==> config.mk <==
export PLATFORM = sky130hd
export DESIGN_NAME = wb_register_file
export DESIGN_NICKNAME = d
export VERILOG_FILES = /design/src/rtl/wb_register_file.sv
export SDC_FILE = /design/constraint.sdc
export NUM_CORES = 2
export LEC_CHECK = 0
export ABC_CLOCK_PERIOD_IN_PS = 8650
export CORE_MARGIN = 8
export CORE_UTILIZATION = 33
export DETAILED_ROUTE_END_ITERATION = 8
export GPL_ROUTABILITY_DRIVEN = 0
export PLACE_DENSITY_LB_ADDON = 0.15
export SYNTH_ARGS = -nofsm -noshare
export SYNTH_HDL_FRONTEND = slang
export SYNTH_SLANG_ARGS = --single-unit
==> constraint.sdc <==
create_clock -name clk -period 8.65 [get_ports clk]
set_clock_uncertainty 0.05 [all_clocks]
set_input_delay 1.73 -clock clk [delete_from_list [all_inputs] [get_ports clk]]
set_output_delay 1.73 -clock clk [all_outputs]
set_load 0.05 [all_outputs]
==> src/rtl/wb_register_file.sv <==
// wb_register_file: write-back sink holding the 32 x 32-bit MIPS GPR file
// plus the HI/LO pair fed by the multiplier. Reads are combinational, and a
// write in the current cycle is forwarded to the readers (write-through), so
// decode never stalls on a WB write.
//
// Ports
//   clk        rising-edge clock
//   rst        synchronous reset, active-high; clears GPRs, HI and LO
//   RegWrite   WB write enable
//   writeReg   WB destination index (index 0 is $zero, never written)
//   writeData  WB data
//   readReg1/2 decode read indices (rs / rt)
//   readData1/2 decode read data, bypassed from the WB write
//   hiloWrite  HI/LO write enable (both written together)
//   hiIn/loIn  upper/lower product halves
//   hiOut/loOut HI/LO values, bypassed from hiIn/loIn
module wb_register_file #(
    parameter int unsigned DATA_W   = 32,
    parameter int unsigned ADDR_W   = 5,
    parameter int unsigned NUM_REGS = 32
) (
    input  logic              clk,
    input  logic              rst,
    input  logic              RegWrite,
    input  logic [ADDR_W-1:0] writeReg,
    input  logic [DATA_W-1:0] writeData,
    input  logic [ADDR_W-1:0] readReg1,
    input  logic [ADDR_W-1:0] readReg2,
    output logic [DATA_W-1:0] readData1,
    output logic [DATA_W-1:0] readData2,
    input  logic              hiloWrite,
    input  logic [DATA_W-1:0] hiIn,
    input  logic [DATA_W-1:0] loIn,
    output logic [DATA_W-1:0] hiOut,
    output logic [DATA_W-1:0] loOut
);

    logic [DATA_W-1:0] r_regs [NUM_REGS];
    logic [DATA_W-1:0] r_hi;
    logic [DATA_W-1:0] r_lo;

    logic w_gpr_we;
    logic w_hilo_we;

    // Reset kills any write in the same cycle, both for storage and bypass.
    assign w_gpr_we  = RegWrite && !rst && (writeReg != '0);
    assign w_hilo_we = hiloWrite && !rst;

    // Storage update.
    always_ff @(posedge clk) begin
        if (rst) begin
            for (int i = 0; i < int'(NUM_REGS); i++) begin
                r_regs[i] <= '0;
            end
            r_hi <= '0;
            r_lo <= '0;
        end else begin
            if (w_gpr_we) begin
                r_regs[writeReg] <= writeData;
            end
            if (w_hilo_we) begin
                r_hi <= hiIn;
                r_lo <= loIn;
            end
        end
    end

    // Read ports: index 0 is hard-wired to zero so $zero never depends on storage.
    always_comb begin
        readData1 = '0;
        readData2 = '0;
        if (w_gpr_we && (writeReg == readReg1)) begin
            readData1 = writeData;
        end else if (readReg1 != '0) begin
            readData1 = r_regs[readReg1];
        end
        if (w_gpr_we && (writeReg == readReg2)) begin
            readData2 = writeData;
        end else if (readReg2 != '0) begin
            readData2 = r_regs[readReg2];
        end
    end

    // HI/LO outputs with same-cycle forwarding.
    assign hiOut = w_hilo_we ? hiIn : r_hi;
    assign loOut = w_hilo_we ? loIn : r_lo;

endmodule

Word level (Yosys, flattened, before mapping)
Memory sizes are Yosys's and may differ from the RTL's.
Cells that the tools add are included.
{"block": "classes", "reduce_logical": 10, "n_mux": 14, "eq_ne": 2}
{"cell": "2-to-1 mux 32 bit", "n": 7}
{"cell": "OR reduction 32 bit", "n": 1}
{"cell": "nonzero test 5 bit", "n": 3}
{"cell": "equality test 5 bit", "n": 2}
{"cell": "2-to-1 mux 1 bit", "n": 6}
{"cell": "logical AND 1 bit", "n": 5}
{"cell": "2-to-1 mux 5 bit", "n": 1}
{"cell": "zero test 1 bit", "n": 1}
{"block": "word_totals", "ff_bits": 64, "inputBits": 115, "word_cells": 29, "mem_count": 1, "ram_bits": 1024}
{"name": "r_regs", "words": 32, "width": 32, "read_ports": 2, "rd_ports_with_merged_regs": 0, "write_ports": 32, "line": "38", "text": "logic [DATA_W-1:0] r_regs [NUM_REGS];"}

Longest topological paths before layout
{"block": "depth", "ltp_word": 8, "depth_mapped": 10, "depth_no_buf": 5}

Least setup slack after synthesis
Ideal clock, no wire load.
{"block": "synth_path", "kind": "input to output", "start": "in writeReg[2]", "end": "out readData2[30]", "stages": 9, "path_buffers": 5, "slack_ns": 2.902, "arrival_ns": 3.968, "cell_sequence": "buf_4 > or3_1 > buf_2 > o311ai_2 > nor2_1 > buf_6 > buf_6 > clkbuf_1 > a32oi_1"}
{"block": "synth_via", "elab_chain_len": 4}
{"item": "start, declared", "line": "25", "text": "input logic [ADDR_W-1:0] writeReg,"}
{"item": "nonzero test 5 bit", "line": "46", "text": "assign w_gpr_we = RegWrite && !rst && (writeReg != '0);"}
{"item": "logical AND 1 bit", "line": "46"}
{"item": "logical AND 1 bit *", "line": "77", "text": "if (w_gpr_we && (writeReg == readReg2)) begin"}
{"item": "2-to-1 mux 32 bit *", "line": "77"}
{"item": "end, declared", "line": "30", "text": "output logic [DATA_W-1:0] readData2,"}
Mark *: on every way between the ends. The rest lies on a longest branch, timed or not.

Worst setup path after layout
{"block": "layout_path", "start": "in writeReg[2]", "end": "out readData1[13]"}
{"block": "layout_via", "elab_chain_len": 4}
{"item": "nonzero test 5 bit", "line": "46"}
{"item": "logical AND 1 bit", "line": "46"}
{"item": "logical AND 1 bit *", "line": "72", "text": "if (w_gpr_we && (writeReg == readReg1)) begin"}
{"item": "2-to-1 mux 32 bit *", "line": "72"}
{"item": "end, declared", "line": "29", "text": "output logic [DATA_W-1:0] readData1,"}
Marked as above.

==> results.ini <==
[yosys]
synth-adder-area-share = 0
synth-main-ff-cell = edfxtp_1
synth_xor_area_frac = 0.00151
syn_inst = 4064
synthArstFlopShare = 0
ys_top_cells_by_area = edfxtp_1 53%, mux4_2 14%, and2_1 10%, mux2i_1 5.1%, mux2_2 2.6%
synth_seq_cells = 1087
synth_top_family_by_area = multiplexers
synth_cell_types = 56
syn_avg_cell_area_sq_um = 14.3
synth_compound_area_frac = 0.0554
synth_common_cells = 1023 x edfxtp_1, 963 x and2_1, 356 x mux4_2
synthMuxAreaShare = 0.222
yosysTopAreaCell = edfxtp_1
synth-simple-area-share = 0.135
synth_top_area_frac = 0.530
synth_area_sq_mm = 0.0579
synth.most_common_cell = edfxtp_1
ys_seq_area_frac = 0.553
synth_warnings = 0
synth_edf_count = 1023

[timing]
min_period_ns = 7.87
max_freq_ghz = 0.127
setup_viol = 0
drv_slew = 0
max-slew-margin-rel = 0.0490
hold_ws_ns = 0.533
tns_ns = 0
layout_worst_path_cycle_share = 0.910
rsz0062_at_grt = no
tightest_slew_ns = 1.43
hold_viol = 0

[clock_network]
cts_hold_buf = 0
path_clk_slew_ns = 0.06
cts_resized = 0
cts_buffer_depth = 3
cts_root_buffer = clkbuf_16
ctsHtreeMaxLevel = 4
cts_setup_buffers = 0
cts_tree = yes
cts_sinks = 1087
cts_made_buffers = 132
worstSkewPairLatency_ns = 0.76

[worst_hold_path]
worst_hold_path.endpoint = r_lo[12]$_SDFF_PP0_
hold_start = r_lo[12]$_SDFF_PP0_
hold_depth = 2
min_path_type = flop to flop

[final_layout]
regArea_sq_mm = 0.0320
multi_input_area_sq_mm = 0.0244
layout-drive-gt1-share = 0.228
area_delta_synth_final_pct = 16.5
final_area_sq_mm = 0.0675
final_cells = 6671
final_nets = 4351
fillers = 16400

[worst_setup_path]
r2r_slack_ns = 7.76
critPathSlowestCell = clkdlybuf4s50_1
reg2reg_depth = 2
worstPathRequired_ns = 6.87
worstPathArrival_ns = 6.09
slowest_delay_ns = 0.91
critPathMostFrequentCell = clkdlybuf4s50_1
worst-path-buf-inv = 2
critical_path.cell_chain = clkdlybuf4s50_1, or3_1, o311ai_0, nor2_4, nor4_1, a22o_1, clkdlybuf4s50_1
cp_max_fo = 45
crit_path_start_kind = input pin
r2r_end = r_hi[10]$_SDFF_PP0_
critical_path_class = input pin to output pin
cp-end-kind = output pin
path_delay_family = simple AND/OR/NAND/NOR gates
r2r_start = r_hi[10]$_SDFF_PP0_

[global_routing]
first_global_vias = 38500
grt_pass1_wl_mm = 314
overflow = 0
grt_util_all_layers = 0.231
grt_max_degree = 78
antenna_found_initial = 14

[die]
fp-row-count = 153
initial_core_util = 0.332
core_sq_mm = 0.174
fp.dieW_microns = 435
die_height_microns = 435
die_area_sq_mm = 0.189
pin_count = 243

[routing]
vias = 38000
routed.top_layer = met5
via_per_inst = 5.70
antenna_left = 0
met1_length_mm = 93.6
drcViolationCount = 0
wl_per_cell_microns = 34.1
wl_met3_mm = 16.5
wirelength_mm = 228
dr.pass1.iters = 6
drt_iter0_drc = 4451
met2_wirelength_mm = 107

[power]
total_power_mw = 13.6
power_density_mw_per_mm2 = 201
power_leakage_nw = 23.6
worst_ir_drop_vdd_uv = 178

[job]
max-cap-violations = 0

[placed_design]
placed_cell_area_sq_mm = 0.0634
dp.cells = 6427
dp_hpwl_mm = 142
portBuffers = 242

[outcome]
status = complete, no violations

==> per-layer routing <==
layer | global-route usage | vias up
met2 | 0.376 | 1709
met4 | 0.0946 | 6
li1 | - | 15900
met3 | 0.0454 | 408
met1 | 0.304 | 20000
met5 | 0 | -
==> worst min-delay path, delay by kind of cell (launching register included) <==
kind / cells / cell delay, ns
AND/OR/NAND/NOR: 1 / 0.11
flip-flops: 1 / 0.30
multiplexers: 1 / 0.14
==> metrics by stage <==
stage               setup slack (ns)   util
finish                         0.779  0.387
global route                   0.782  0.387
CTS                            0.900  0.387
detailed placement             0.898  0.364
global placement               0.428  0.364
floorplan                       2.90      -
==> placed cells by master (no fill, tap or decap), types with 18 or more instances in the layout <==
master / count
a22o_1: 66
o22ai_1: 70
a221oi_1: 20
nor3_1: 32
nor2b_1: 91
mux2_2: 132
dfxtp_1: 64
edfxtp_1: 1023
a22oi_1: 57
and2_1: 962
clkbuf_16: 137
mux2i_1: 293
nor4_1: 24
clkdlybuf4s50_1: 210
clkbuf_1: 34
nor2_1: 21
o21ai_0: 28
nand3_1: 23
a21oi_1: 74
a2111oi_0: 23
buf_4: 221
conb_1: 31
or2_2: 27
nor2_4: 36
a211oi_1: 18
a221o_1: 28
clkinv_1: 31
nand2_1: 26
mux4_2: 356
==> worst max path at each step <==
stage / start / endpoint / slack [ns] / cells after the start
after floorplan: writeReg[2] / readData2[30] / 2.90 / 9
final: writeReg[2] / readData1[13] / 0.78 / 7
after global placement: readReg1[0] / readData1[30] / 0.43 / 9
after detailed placement: writeReg[2] / readData1[13] / 0.90 / 7
after global routing: writeReg[2] / readData1[13] / 0.78 / 7
after CTS: writeReg[2] / readData1[13] / 0.90 / 7
==> cells by family after synthesis <==
family / Yosys count
simple gates: 1283
xor+xnor: 10
compound gates: 439
buf+inv: 446
other cells: 1
flops: 1087
mux: 798
==> layout make-up <==
cell class	instances	share of cell area
Antenna cell	9	0.000334
Tap cell	2325	0.0431
Clock inverter	61	0.00619
Inverter	3	0.000167
Sequential cell	1087	0.474
Multi-Input combinational cell	2561	0.362
Clock buffer	174	0.0533
Timing Repair Buffer	451	0.0603
==> sequential cells by signal, indices dropped and copies added (netlist names) <==
name	cells
r_lo	32
r_hi	32
r_regs	1023
==> power breakdown <==
part	switching (mW)	leakage (nW)	internal [mW]
combinational	1.29	11.4	0.765
clock	2.30	1.96	3.01
sequential	0.140	10.3	6.04
No activity file was read; power rests on OpenSTA's default activity.
